==> config.mk <==
export PLATFORM = sky130hd
export DESIGN_NAME = cfu_nq_sequencer
export DESIGN_NICKNAME = d
export VERILOG_FILES = /design/src/rtl/cfu_pkg.sv /design/src/rtl/cfu_cmd_hold.sv /design/src/rtl/cfu_nq_sequencer.sv
export SDC_FILE = /design/constraint.sdc
export NUM_CORES = 1
export LEC_CHECK = 0
export CORE_MARGIN = 2
export CORE_UTILIZATION = 46
export DETAILED_ROUTE_END_ITERATION = 10
export PLACE_DENSITY = 0.83
export SLEW_MARGIN = 20
export SYNTH_ARGS = -nofsm -noshare
export SYNTH_HDL_FRONTEND = slang
export SYNTH_SLANG_ARGS = --single-unit
==> constraint.sdc <==
create_clock -name clk -period 4 [get_ports clk]
set_clock_uncertainty 0.15 [all_clocks]
set_input_delay 1 -clock clk [delete_from_list [all_inputs] [get_ports clk]]
set_output_delay 1 -clock clk [all_outputs]
set_load 0.1 [all_outputs]
==> src/rtl/cfu_pkg.sv <==
// Shared definitions for the N-queens CFU command sequencer: function ids,
// sequencer state encoding and the command record passed to the hold stage.
package cfu_pkg;

  localparam int N_DEFAULT = 16;

  localparam logic [9:0] FID_INIT    = 10'd0;
  localparam logic [9:0] FID_KERNEL  = 10'd1;
  localparam logic [9:0] FID_GET_RET = 10'd2;

  typedef enum logic [2:0] {
    ST_IDLE,
    ST_INIT,
    ST_KERN,
    ST_GETRET,
    ST_DONE
  } seq_state_e;

  typedef struct packed {
    logic        valid;
    logic [9:0]  fid;
    logic [31:0] in0;
  } cmd_t;

endpackage

==> src/rtl/cfu_cmd_hold.sv <==
// Command holding register: keeps valid, function id and payload frozen while
// the CFU applies backpressure, and loads the next command otherwise.
module cfu_cmd_hold
  import cfu_pkg::*;
(
  input  logic clk,
  input  logic reset,
  input  cmd_t nxt_cmd,
  input  logic cmd_ready,
  output cmd_t cmd
);

  cmd_t cmd_q, cmd_d;

  always_comb begin
    cmd_d = cmd_q;
    if (!cmd_q.valid || cmd_ready) cmd_d = nxt_cmd;
  end

  always_ff @(posedge clk) begin
    if (reset) cmd_q <= '0;
    else       cmd_q <= cmd_d;
  end

  assign cmd = cmd_q;

endmodule

==> src/rtl/cfu_nq_sequencer.sv <==
// Autonomous N-queens CFU command sequencer: sweeps first-row columns and sums
// the per-column solution counts. Define CFU_SEQ_WATCHDOG_EN for the kernel-call watchdog.
module cfu_nq_sequencer
  import cfu_pkg::*;
#(
  parameter int          N          = N_DEFAULT,
  parameter int          COL_W      = 5,
  parameter logic [31:0] WDOG_LIMIT = 32'hFFFF_FFFF
) (
  input  logic             clk,
  input  logic             reset,
  input  logic             start,
  input  logic [COL_W-1:0] col_lo,
  input  logic [COL_W-1:0] col_hi,
  output logic             busy,
  output logic             done,
  output logic             err,
  output logic [31:0]      result,
  output logic [31:0]      kcalls,
  output logic             cmd_valid,
  input  logic             cmd_ready,
  output logic [9:0]       cmd_payload_function_id,
  output logic [31:0]      cmd_payload_inputs_0,
  output logic [31:0]      cmd_payload_inputs_1,
  output logic [31:0]      cmd_payload_inputs_2,
  input  logic             rsp_valid,
  output logic             rsp_ready,
  input  logic [31:0]      rsp_payload_outputs_0
);

  localparam logic [COL_W-1:0] COL_MAX = COL_W'(N - 1);

  seq_state_e       state_q, state_d;
  logic [COL_W-1:0] cur_q, cur_d;
  logic [COL_W-1:0] hi_q, hi_d;
  logic             busy_q, busy_d;
  logic             done_q, done_d;
  logic [31:0]      result_q, result_d;
  logic [31:0]      kcalls_q, kcalls_d;

  cmd_t             nxt_cmd, cmd;
  logic             fire;
  logic             rsp_zero;
  logic [COL_W-1:0] hi_clamped;
  logic             unused_rsp_valid;

`ifdef CFU_SEQ_WATCHDOG_EN
  logic             err_q, err_d;
  logic [31:0]      wdog_q, wdog_d;
`else
  logic [31:0]      unused_wdog_limit;
  assign unused_wdog_limit = WDOG_LIMIT;
`endif

  // The CFU answers combinationally, so a response is taken on the fire cycle.
  assign fire             = cmd.valid && cmd_ready;
  assign rsp_zero         = (rsp_payload_outputs_0 == 32'd0);
  assign hi_clamped       = (col_hi > COL_MAX) ? COL_MAX : col_hi;
  assign unused_rsp_valid = rsp_valid;

  always_comb begin
    state_d  = state_q;
    cur_d    = cur_q;
    hi_d     = hi_q;
    busy_d   = busy_q;
    result_d = result_q;
    kcalls_d = kcalls_q;
`ifdef CFU_SEQ_WATCHDOG_EN
    err_d    = err_q;
    wdog_d   = wdog_q;
`endif
    case (state_q)
      ST_IDLE: begin
        if (start) begin
          cur_d    = col_lo;
          hi_d     = hi_clamped;
          result_d = 32'd0;
          kcalls_d = 32'd0;
          busy_d   = 1'b1;
`ifdef CFU_SEQ_WATCHDOG_EN
          err_d    = 1'b0;
          wdog_d   = 32'd0;
`endif
          state_d  = (col_lo > hi_clamped) ? ST_DONE : ST_INIT;
        end
      end
      ST_INIT: begin
        if (fire) state_d = ST_KERN;
      end
      ST_KERN: begin
        if (fire) begin
          kcalls_d = kcalls_q + 32'd1;
`ifdef CFU_SEQ_WATCHDOG_EN
          wdog_d   = wdog_q + 32'd1;
          if (rsp_zero) begin
            state_d = ST_GETRET;
          end else if (wdog_q + 32'd1 == WDOG_LIMIT) begin
            state_d = ST_DONE;
            err_d   = 1'b1;
          end
`else
          if (rsp_zero) state_d = ST_GETRET;
`endif
        end
      end
      ST_GETRET: begin
        if (fire) begin
          result_d = result_q + rsp_payload_outputs_0;
          if (cur_q == hi_q) begin
            state_d = ST_DONE;
          end else begin
            cur_d   = cur_q + COL_W'(1);
            state_d = ST_INIT;
`ifdef CFU_SEQ_WATCHDOG_EN
            wdog_d  = 32'd0;
`endif
          end
        end
      end
      ST_DONE: begin
        busy_d  = 1'b0;
        state_d = ST_IDLE;
      end
      default: state_d = ST_IDLE;
    endcase
    done_d = (state_d == ST_DONE);
  end

  // Next command follows the next state; the hold stage only loads it when
  // the current command has fired or nothing is pending.
  always_comb begin
    nxt_cmd = '0;
    case (state_d)
      ST_INIT: begin
        nxt_cmd.valid = 1'b1;
        nxt_cmd.fid   = FID_INIT;
        nxt_cmd.in0   = 32'(cur_d);
      end
      ST_KERN: begin
        nxt_cmd.valid = 1'b1;
        nxt_cmd.fid   = FID_KERNEL;
      end
      ST_GETRET: begin
        nxt_cmd.valid = 1'b1;
        nxt_cmd.fid   = FID_GET_RET;
      end
      default: nxt_cmd = '0;
    endcase
  end

  always_ff @(posedge clk) begin
    if (reset) begin
      state_q  <= ST_IDLE;
      cur_q    <= '0;
      hi_q     <= '0;
      busy_q   <= 1'b0;
      done_q   <= 1'b0;
      result_q <= 32'd0;
      kcalls_q <= 32'd0;
`ifdef CFU_SEQ_WATCHDOG_EN
      err_q    <= 1'b0;
      wdog_q   <= 32'd0;
`endif
    end else begin
      state_q  <= state_d;
      cur_q    <= cur_d;
      hi_q     <= hi_d;
      busy_q   <= busy_d;
      done_q   <= done_d;
      result_q <= result_d;
      kcalls_q <= kcalls_d;
`ifdef CFU_SEQ_WATCHDOG_EN
      err_q    <= err_d;
      wdog_q   <= wdog_d;
`endif
    end
  end

  cfu_cmd_hold u_cmd_hold (
    .clk       (clk),
    .reset     (reset),
    .nxt_cmd   (nxt_cmd),
    .cmd_ready (cmd_ready),
    .cmd       (cmd)
  );

  assign busy                    = busy_q;
  assign done                    = done_q;
  assign result                  = result_q;
  assign kcalls                  = kcalls_q;
`ifdef CFU_SEQ_WATCHDOG_EN
  assign err                     = err_q;
`else
  assign err                     = 1'b0;
`endif
  assign cmd_valid               = cmd.valid;
  assign cmd_payload_function_id = cmd.fid;
  assign cmd_payload_inputs_0    = cmd.in0;
  assign cmd_payload_inputs_1    = 32'd0;
  assign cmd_payload_inputs_2    = 32'd0;
  assign rsp_ready               = cmd.valid;

endmodule
==> results by stage, run 1 <==
Logic synthesis:
- Yosys attributes the largest share of cell area to sky130_fd_sc_hd__dfxtp_1 (29%), sky130_fd_sc_hd__buf_4 (12%), sky130_fd_sc_hd__ha_1 (7.8%), sky130_fd_sc_hd__a21oi_1 (5.7%), sky130_fd_sc_hd__xor2_1 (4.9%).
- The predominant post-synthesis flop cell is sky130_fd_sc_hd__dfxtp_1.
- The number of distinct library cells after synthesis is 62.
- The fraction of synthesis flops using an asynchronous set or reset pin is 0%.
- The synthesized design contains 0 enable-type register cells.
- The share of synthesized area in the top cell type comes to 28.6%.
- Yosys printed 0 warnings.
- The biggest area consumer among synthesized cells is sky130_fd_sc_hd__dfxtp_1.
- The sequential area share after synthesis is ~29%.
- The number of instances in the synthesized netlist is approximately 760.
- The average instance area after synthesis is around 8.0 µm².
- The mapped netlist covers 6080 µm².
- Counting flops and latches in the post-synthesis netlist gives just under 90.

Critical path:
- Data on the critical path is required at its endpoint by 4090 ps.
- For this design, the slowest cell found on the critical path is sky130_fd_sc_hd__clkdlybuf4s50_1.
- The largest single stage delay on the critical path is between 500 and 600 ps.
- Of all nets on the critical path, the largest fanout is 4.
- STA classifies the critical path startpoint as a primary input.
- The kind of cell with the highest combined delay along the critical path is compound AO/OA/AOI/OAI gates.
- The critical path goes through clkdlybuf4s50_1 -> ha_1 -> fa_1 -> a21oi_1 -> o21ai_2 -> nand3_2 -> a2111oi_4 -> o211ai_2 -> o311ai_1 -> a31oi_1 -> xnor2_1 -> a22o_1.
- The critical path buffer and inverter count is 1.
- STA puts the critical path data arrival time at approximately 3700 ps.
- STA classifies the critical path endpoint as a flop.
- The critical path start-end classification is in2reg.

Route:
- After detailed routing, the number of vias per cell comes to 5.19.
- The wire length per cell is 13.8 µm.
- The routed layout has 5514 vias.
- The detailed-route DRC error count is 0.
- The detail route stage leaves a number of antenna-violating nets equal to 0.
- The first detailed-routing pass took 4 iterations.
- After detailed routing, the total wire length is 14.7 mm.
- After the first detailed-routing iteration, the DRC count stood at about 240.

Power and ir drop:
- The overall power of the completed layout is 2410 µW.
- Summed over all cells, the static leakage comes to 0.00302 µW.
- The cell area power density is 326 nW/µm².
- IR analysis of the VDD net gives a maximum drop of around 210 µV.

Final layout:
- The number of antenna diodes in the final layout is 0.
- From synthesis to final layout, the design area changed by 21.9%.
- The top cell types in the final layout, fill and taps aside, are sky130_fd_sc_hd__clkdlybuf4s50_1 (114), sky130_fd_sc_hd__conb_1 (101), sky130_fd_sc_hd__dfxtp_1 (87), sky130_fd_sc_hd__nor2_1 (75), sky130_fd_sc_hd__a21oi_1 (69).
- The library cell used most frequently in the layout, excluding fill and tap cells, is sky130_fd_sc_hd__clkdlybuf4s50_1.
- Of the cells placed in the final design, the portion with a size suffix greater than 1 is under 10%.
- For this run, the post-layout net count is 969.
- The core occupancy in the finished layout is 56.7%.

Die:
- The vertical extent of the die is 119 µm.
- In this run the standard cell core region covers ~13000 µm².
- The number of core rows is 42.
- The floorplan step defined a die boundary enclosing approximately 14000 µm².
- The count of pins on the block boundary is ~220.
- The starting density of the core is 46.5%.
- Measured along the x axis, the die boundary spans 119 µm.

Placement:
- The number of buffers inserted by port buffering is 120.
- The half-perimeter wire length after placement is between 10 and 15 mm.
- At the end of routability-driven placement, the weighted congestion stood at 0.887.

STA:
- Setup violations remaining at the end of the flow were counted as 0.
- The count of final hold-check violations is 0.
- The worst path uses 90.4% of the clock period.
- After layout, the minimum clock period comes to 3620 ps.
- At the pin with the least slew margin, the transition time is roughly 1000 ps.
- Setup total negative slack on the finished layout was measured at 0 ps.
- Setup repair after global routing left no endpoint under its margin.
- Across all hold checks on the routed design, the worst slack comes to around 300 ps.
- The max-slew violation count is 0.
- The peak clock frequency supported by timing is 0.277 GHz.
- The normalized max-slew margin is 30.4%.

Global route:
- The first global-routing pass estimated 23.9 mm of wire.
- The number of antenna violations at the first check in global routing is 0.
- The pin count of the biggest net entering global routing is between 40 and 50.
- The global routing usage summed across all routing layers is 20.8%.
- For this run the aggregate overflow at the end of global routing stands at 0.
- The number of global-route vias before repair is about 5000.

Worst hold path:
- The tightest min-delay check is of the reg2reg type.

Job:
- The max-capacitance violation count is 0.

Clocking:
- In this run the post-CTS setup repair buffer count came out at 0.
- The maximum root-to-sink buffer count is 2.
- Counting every sink on the clock net gives 87.
- The H-tree generated during clock tree synthesis spans 3 levels.
- In this run, post-CTS hold repair placed 0 buffers.
- The CTS tree is done.
- The latest clock arrival within the worst-skew pair is 350 ps.
- The TritonCTS buffer count is 9.
- The number of gates resized after CTS was 0.
- The clock tree root driver cell is sky130_fd_sc_hd__clkbuf_16.
- After clock tree synthesis, the clock-pin slew on the worst setup and hold paths is roughly 60 ps.

Status:
- The run finished with clean final reports.
-- layout make-up --
type	instances	area [µm²]
Fill cell	1198	5670
Multi-Input combinational cell	636	3820
Sequential cell	87	1740
Timing Repair Buffer	137	1310
Clock buffer	9	225
Tap cell	176	220
Clock inverter	6	46.3
Inverter	12	45.0
-- layer usage --
metal | global-route usage [%] | part of all wire (%) | wire (µm) | vias to the layer above
met3 | 4.41 | 6.7 | 981 | 20
met2 | 36.0 | 49 | 7180 | 213
met4 | 6.47 | 1.6 | 228 | 0
met5 | 0 | 0 | 0 | -
li1 | - | - | - | 2721
met1 | 25.7 | 43 | 6260 | 2560
-- cell usage after synthesis, drive strengths merged, types with 2 or more instances --
library cell	number
nor4	9
conb	2
inv	12
and4	4
dfxtp	87
xnor2	23
nand2b	10
o31ai	2
o21bai	4
a31oi	4
nor2b	7
o211ai	5
a211oi	8
a21oi	71
a22oi	3
o21ai	31
a22o	14
a2111oi	2
nand3b	2
a221oi	2
nand2	70
o21a	5
nor2	77
nor3	14
a21o	7
buf	108
nand4	7
clkbuf	14
ha	38
xor2	34
and3	12
or3	5
a21boi	2
o311ai	2
a41oi	2
nand3	44
a32oi	3
-- final timing paths --
| kind | start | end | slack [ps] | depth (start not counted) |
|---|---|---|---|---|
| max | rsp_payload_outputs_0[0] | result[30] | 380 | 12 |
| min | hi_q[4] | hi_q[4] | 300 | 2 |
| max reg2reg | result[0] | result[30] | 1170 | 11 |
| min reg2reg | hi_q[4] | hi_q[4] | 300 | 2 |
-- state kept, by name, summed over array words and instances (netlist names) --
register	flops
busy	1
cur_q	5
done	1
hi_q	5
kcalls	32
result	32
state_q	3
u_cmd_hold.cmd	8
-- where the power goes --
part	switching, µW	internal (µW)
combinational	604	120
sequential	18.7	882
clock	369	421
-- cell families after synthesis --
logic type / share of synthesized area [%]
AOI/OAI and AO/OA: 19.2
xor gates and xnor gates: 8.21
adders and majority gates: 8.15
buffers and inverters: 14.6
DFF: 28.6
muxes: 0.165
other: 0.123
and+or+nand+nor: 20.9
-- per-stage QoR --
stage                     cell area [µm²]  instances  setup WS [ps]
after detailed placement             7140       1048           27.9
after global routing                 7420       1063            213
final                                7420       1063            385
after floorplan                      6450        857            666
after CTS                            7420       1063            403
after global placement               7140       1048            106
-- worst reg2reg max path: stages, from the launching register on --
cell and delay [ps]:
sky130_fd_sc_hd__dfxtp_1 400, sky130_fd_sc_hd__ha_1 210, sky130_fd_sc_hd__fa_1 210, sky130_fd_sc_hd__a21oi_1 100
sky130_fd_sc_hd__o21ai_2 170, sky130_fd_sc_hd__nand3_2 120, sky130_fd_sc_hd__a2111oi_4 400, sky130_fd_sc_hd__o211ai_2 180
sky130_fd_sc_hd__o311ai_1 300, sky130_fd_sc_hd__a31oi_1 150, sky130_fd_sc_hd__xnor2_1 140, sky130_fd_sc_hd__a22o_1 200
Note: power is estimated with default switching activity, not from simulation.
==> run 2: changes to the inputs <==
==> constraint.sdc (replaced) <==
create_clock -name clk -period 3.73 [get_ports clk]
set_clock_uncertainty 0.15 [all_clocks]
set_input_delay 0.9325 -clock clk [delete_from_list [all_inputs] [get_ports clk]]
set_output_delay 0.9325 -clock clk [all_outputs]
set_load 0.1 [all_outputs]
==> results by stage, run 2 (synthesis results as in run 1) <==
Clocking:
- The total number of H-tree levels is 3.
- The count of hold buffers inserted by post-cts repair is 0.
- The clock passes through at most 2 buffers.
- The clock drives just under 90 sinks.
- The latest clock arrival within the worst-skew pair is 350 ps.
- The clock tree root driver cell is sky130_fd_sc_hd__clkbuf_16.
- Post-CTS repair changed the size of 0 cells.
- TritonCTS built the clock tree.
- The post-CTS setup buffer count is 0.
- The clock transition at the register clock pins on the worst setup and hold paths after CTS is 70 ps.
- The TritonCTS buffer count is 9.

Die:
- The core box area is approximately 13000 µm².
- The die is between 100 and 150 µm tall.
- The starting density of the core is 46.5%.
- The number of core rows is 42.
- The count of pins on the block boundary is 222.
- The die outline width is 119 µm.
- The die area is around 14000 µm².

Critical path:
- Data on the critical path is required at its endpoint by 3830 ps.
- The worst setup path is captured at a flop.
- Along the worst path, the maximum fanout reaches 4.
- At the worst endpoint, the arrival time is approximately 3700 ps.
- The critical path start-end classification is in2reg.
- The critical path launch point type is a primary input.

Route:
- In this run, the number of DRC markers left after iteration 0 of detailed routing was 237.
- The detailed router placed 5547 vias in this run.
- The pre-antenna-repair detailed-routing pass consisted of 5 iterations.
- The count of nets left with antenna violations after detail routing is 0.
- The final routed wirelength across all metal layers is 15.0 mm.
- The wire length per cell is approximately 14 µm.
- In the routed layout, each cell is associated on average with a via count of 5.12.
- After detailed routing, the number of remaining DRC violations is 0.

Global route:
- The number of antenna violations at the first check in global routing came to 0.
- The number of global-route vias before repair is 5175.
- The global routing usage summed across all routing layers is 21.3%.
- For this run the aggregate overflow at the end of global routing stands at 0.
- The pin count of the biggest net entering global routing is 44.
- The first global-routing pass estimated between 20 and 25 mm of wire.

Job:
- The max-capacitance violation count is 0.

Final layout:
- Compared with the post-synthesis result, the final layout area differs by 21.6%.
- The share of post-route cells with drive strength above 1 is around 16%.
- In the layout the commonest cells are sky130_fd_sc_hd__buf_4 (111), sky130_fd_sc_hd__conb_1 (101), sky130_fd_sc_hd__dfxtp_1 (87), sky130_fd_sc_hd__nor2_1 (75), sky130_fd_sc_hd__a21oi_1 (69).
- The most common cell after layout, fill and taps aside is sky130_fd_sc_hd__buf_4.
- The core occupancy in the finished layout is 56.5%.
- Once layout is done, the placed cells without fillers occupy 7400 µm².
- The final layout contains about 990 nets.
- The number of antenna diodes in the final layout is 0.

Power and ir drop:
- In this run the power density over the cells is 356 nW/µm².
- After layout, the design draws a total of about 2600 µW.
- Across the VDD grid, the largest voltage drop is 272 µV.
- The static power due to leakage is 0.00327 µW.

Placement:
- The placed instances occupy a cell area of 7110 µm².
- The number of buffers inserted by port buffering is 120.
- Prior to clock tree synthesis, the placed netlist has a worst setup slack of -163 ps.
- Routability-driven placement finished with a final weighted congestion of 0.878.
- The half-perimeter wire length after placement is 11.4 mm.

STA:
- The max-slew violation count came to 0.
- Setup violations remaining at the end of the flow were counted as 0.
- For this run, the top clock speed supported by timing is 0.281 GHz.
- The final setup slack of the worst path is 169 ps.
- The share of the clock period used by the worst path after layout is a little over nine tenths.
- Setup repair after global routing left no endpoint under its margin.
- The routed design could run at a clock period as short as 3560 ps.
- The count of final hold-check violations is 0.
- For the pin with the worst max-slew slack, the measured transition is 907 ps.
- The final sum of negative setup slack is 0 ps.
- The normalized max-slew margin is 39.3%.

Worst hold path:
- The worst hold path class is reg2reg.

Status:
- The run finished with clean final reports.
run 2: cell types whose count changed in the layout (fill, tap and decap cells not counted), sizes merged:
cell / before / now
buf: 23 / 111
clkdlybuf4s50: 114 / 45
clkinvlp: 2 / 1
clkbuf: 9 / 10
inv: 13 / 14
run 2: area by class of cell:
type / instances / area (µm²)
fillers: 1208 / 5690
clock inverters: 6 / 43.8
well taps: 176 / 220
multi-input cells: 636 / 3820
flip-flops and latches: 87 / 1740
repair buffers: 156 / 1280
clock buffers: 10 / 239
inverters: 12 / 45.0
run 2: path summary, 6_finish.rpt:
path	startpoint	end	slack, ps	depth (start not counted)
worst max-delay path	rsp_payload_outputs_0[0]	result[30]	170	12
worst min-delay path	hi_q[4]	hi_q[4]	310	2
worst max register to register	result[0]	result[30]	900	11
worst min register to register	hi_q[4]	hi_q[4]	310	2
run 2: metal layers:
layer | GRT usage [%] | wire [µm] | up-vias
li1 | - | - | 2750
met4 | 6.18 | 242 | 0
met1 | 26.1 | 6280 | 2575
met3 | 5.51 | 1140 | 17
met5 | 0 | 0 | -
met2 | 36.6 | 7300 | 205
run 2: through the flow:
stage,std cells,hold WS [ps]
after global routing,1083,337
after global placement,1067,279
after CTS,1083,312
after floorplan,857,270
after detailed placement,1067,302
final,1083,311
run 2: worst max-delay path, stage by stage:
cell,delay (ps)
sky130_fd_sc_hd__clkdlybuf4s50_1,540
sky130_fd_sc_hd__ha_1,210
sky130_fd_sc_hd__fa_1,200
sky130_fd_sc_hd__a21oi_1,100
sky130_fd_sc_hd__o21ai_2,170
sky130_fd_sc_hd__nand3_2,120
sky130_fd_sc_hd__a2111oi_4,390
sky130_fd_sc_hd__o211ai_2,190
sky130_fd_sc_hd__o311ai_1,310
sky130_fd_sc_hd__a31oi_1,150
sky130_fd_sc_hd__xnor2_1,140
sky130_fd_sc_hd__a22o_1,190
run 2: power by group:
group	switching (µW)	internal (µW)
combinational	652	138
sequential	21.5	946
clock	401	473
total	1080	1560
==> run 3: changes to the inputs <==
--- a/config.mk
+++ b/config.mk
@@ -6,9 +6,11 @@
 export NUM_CORES = 1
 export LEC_CHECK = 0
 export CORE_MARGIN = 2
-export CORE_UTILIZATION = 46
+export CORE_UTILIZATION = 47
+export CTS_BUF_LIST = sky130_fd_sc_hd__clkbuf_8
 export DETAILED_ROUTE_END_ITERATION = 10
-export PLACE_DENSITY = 0.83
+export PLACE_DENSITY = 0.85
+export SKIP_CTS_REPAIR_TIMING = 1
 export SLEW_MARGIN = 20
 export SYNTH_ARGS = -nofsm -noshare
 export SYNTH_HDL_FRONTEND = slang
==> results by stage, run 3 (synthesis results as in run 1) <==
Critical path:
- The setup path with the least slack is of type in2reg.
- The worst-path maximum fanout is 4.
- The endpoint arrival time on the critical path is 3600 ps.
- Tracing the worst setup path back leads to its startpoint at rsp_payload_outputs_0[0].
- The source of the worst register-to-register timing path is result[0].
- The worst setup path is captured at a flop.
- STA puts the critical path data required time at 3860 ps.
- The critical path launch point type is a primary input.

Job:
- The max-capacitance violation count is 0.

Die:
- The core box area is between 10000 and 15000 µm².
- The number of core rows is 41.
- The count of pins on the block boundary is 222.
- Measured along the x axis, the die boundary spans about 120 µm.
- The starting density of the core is 48.2%.
- The die is approximately 120 µm tall.
- The die area is 13900 µm².

Power and ir drop:
- Power comes to 2480 µW.
- The analysis attributes to cell leakage a power of 0.00325 µW.
- Of the total power, the share spent switching nets is roughly 43%.
- The worst-case IR drop observed on VDD is 253 µV.
- Dividing total power by cell area gives a power density of 338 nW/µm².
- The share of total power dissipated in the clock network is 29.2%.
- The reported net switching power is around 1100 µW.
- Of the total power, registers draw 38.9%.
- Cell internal power was estimated by the tool at ~1400 µW.
- The share of total power dissipated in combinational logic is 31.9%.

Global route:
- Across every metal layer, demand over resource in global routing totals about 22%.
- The global-route wire length before repair is 24.9 mm.
- Entering global routing, the biggest net connects 43 pins.
- Global routing finished with a remaining overflow of 0.
- The number of global-route vias before repair is 5230.
- The number of antenna violations at the first check in global routing came to 0.

Route:
- The count of nets left with antenna violations once routing finished came out at 0.
- The violation count after the first detailed-routing iteration is 248.
- The final routed wirelength across all metal layers is 15.3 mm.
- Summing over every cut layer, the via total after detailed routing is between 5000 and 6000.
- Dividing the detail-routed via count by the number of cells gives 5.16.
- The first detailed-routing pass ran for 4 iterations.
- The detailed-route DRC error count is 0.
- The wire length per cell is approximately 14 µm.

Placement:
- In this run the cell area measured after placement is 7120 µm².
- The worst slack at placement is -122 ps.
- The number of buffers inserted by port buffering is 120.
- At the end of routability-driven placement, the weighted congestion stood at ~0.92.
- The HPWL after detailed placement is 11.7 mm.

Final layout:
- The total of fill cells in the finished design is 1176.
- The antenna cell count is 0.
- The final layout contains 990 nets.
- Of the cells placed in the final design, the portion with a size suffix greater than 1 is 16.6%.
- Relative to the synthesized area, the layout overhead comes to 20.6%.
- The multi-input combinational cells in the finished layout cover a total of approximately 3800 µm².
- Leaving out fill and tap cells, the most frequent cell in the layout is sky130_fd_sc_hd__buf_4.
- In the layout the commonest cells are sky130_fd_sc_hd__buf_4 (113), sky130_fd_sc_hd__conb_1 (101), sky130_fd_sc_hd__dfxtp_1 (87), sky130_fd_sc_hd__nor2_1 (75), sky130_fd_sc_hd__a21oi_1 (69).
- The register area is 1740 µm².
- The finished cells cover 7340 µm².

STA:
- For this run, the top clock speed supported by timing is 0.288 GHz.
- The share of the clock period used by the worst path after layout is 93.0%.
- The final setup slack of the worst path is 259 ps.
- The final-report setup violation count is 0.
- The clock period minus final worst setup slack is ~3500 ps.
- The final sum of negative setup slack is 0 ps.
- The max-slew violation count was 0.
- Setup repair after global routing left no endpoint under its margin.
- The count of final hold-check violations came to 0.
- The transition time of the tightest slew-check pin is 891 ps.
- The normalized max-slew margin is 40.4%.

Worst hold path:
- In this run the most critical hold path is launched from hi_q[4].
- The tightest min-delay check is of the reg2reg type.

Clocking:
- Clock latency on the worst-skew pair, taken at its later pin, is 380 ps.
- CTS built an H-tree with a depth of 3.
- The longest clock path from root to sink contains 2 buffers.
- The TritonCTS buffer count is 9.
- Counting every sink on the clock net gives 87.
- The clock transition at the register clock pins on the worst setup and hold paths after CTS is about 90 ps.
- Clock tree synthesis selected as its root buffer the cell sky130_fd_sc_hd__clkbuf_8.
- The CTS tree is done.

Status:
- The flow ran to the end, and the final reports show no timing, DRC or antenna violations.
[run 3: area by class of cell]
| class | count | share of cell area [%] |
|---|---|---|
| multi-input combinational | 636 | 52.1 |
| sequential | 87 | 23.7 |
| timing repair buffer | 158 | 17.7 |
| tap | 172 | 2.93 |
| clock buffer | 10 | 1.88 |
| clock inverter | 6 | 1.02 |
| inverter | 12 | 0.614 |
[run 3: per-stage QoR]
| step | hold slack (ps) | utilization [%] | cells |
|---|---|---|---|
| after floorplan | 270 | - | 857 |
| after global placement | 277 | 56.5 | 1065 |
| after detailed placement | 288 | 56.5 | 1065 |
| after CTS | 302 | 58.1 | 1081 |
| after global routing | 321 | 58.1 | 1081 |
| final | 307 | 58.1 | 1081 |
[run 3: power by group through the flow]
stage	Sequential, µW	Clock (µW)	Combinational [µW]
after floorplan	1030	0	694
after global placement	987	0	782
after detailed placement	988	0	787
after CTS	966	746	789
after global routing	970	779	823
final	967	724	792
[run 3: path summary, 6_finish.rpt]
path              slack, ps  depth (start not counted)         end
setup / recovery        260                         12  result[30]
hold reg to reg         310                          2     hi_q[4]
setup reg to reg        900                         11  result[30]
hold / removal          310                          2     hi_q[4]
[run 3: per-layer routing]
layer | track usage [%] | vias to the layer above | part of all wire, %
li1 | - | 2765 | -
met1 | 27.0 | 2595 | 44
met2 | 36.6 | 204 | 48
met3 | 5.96 | 18 | 7.1
met4 | 6.25 | 0 | 1.5
met5 | 0 | - | 0
[run 3: worst max-delay path: stages]
cell,delay (ps)
sky130_fd_sc_hd__clkdlybuf4s50_1,510
sky130_fd_sc_hd__ha_1,200
sky130_fd_sc_hd__fa_1,200
sky130_fd_sc_hd__a21oi_1,110
sky130_fd_sc_hd__o21ai_2,190
sky130_fd_sc_hd__nand3_2,130
sky130_fd_sc_hd__a2111oi_4,390
sky130_fd_sc_hd__o211ai_2,170
sky130_fd_sc_hd__o311ai_1,290
sky130_fd_sc_hd__a31oi_1,140
sky130_fd_sc_hd__xnor2_1,140
sky130_fd_sc_hd__a22o_1,190
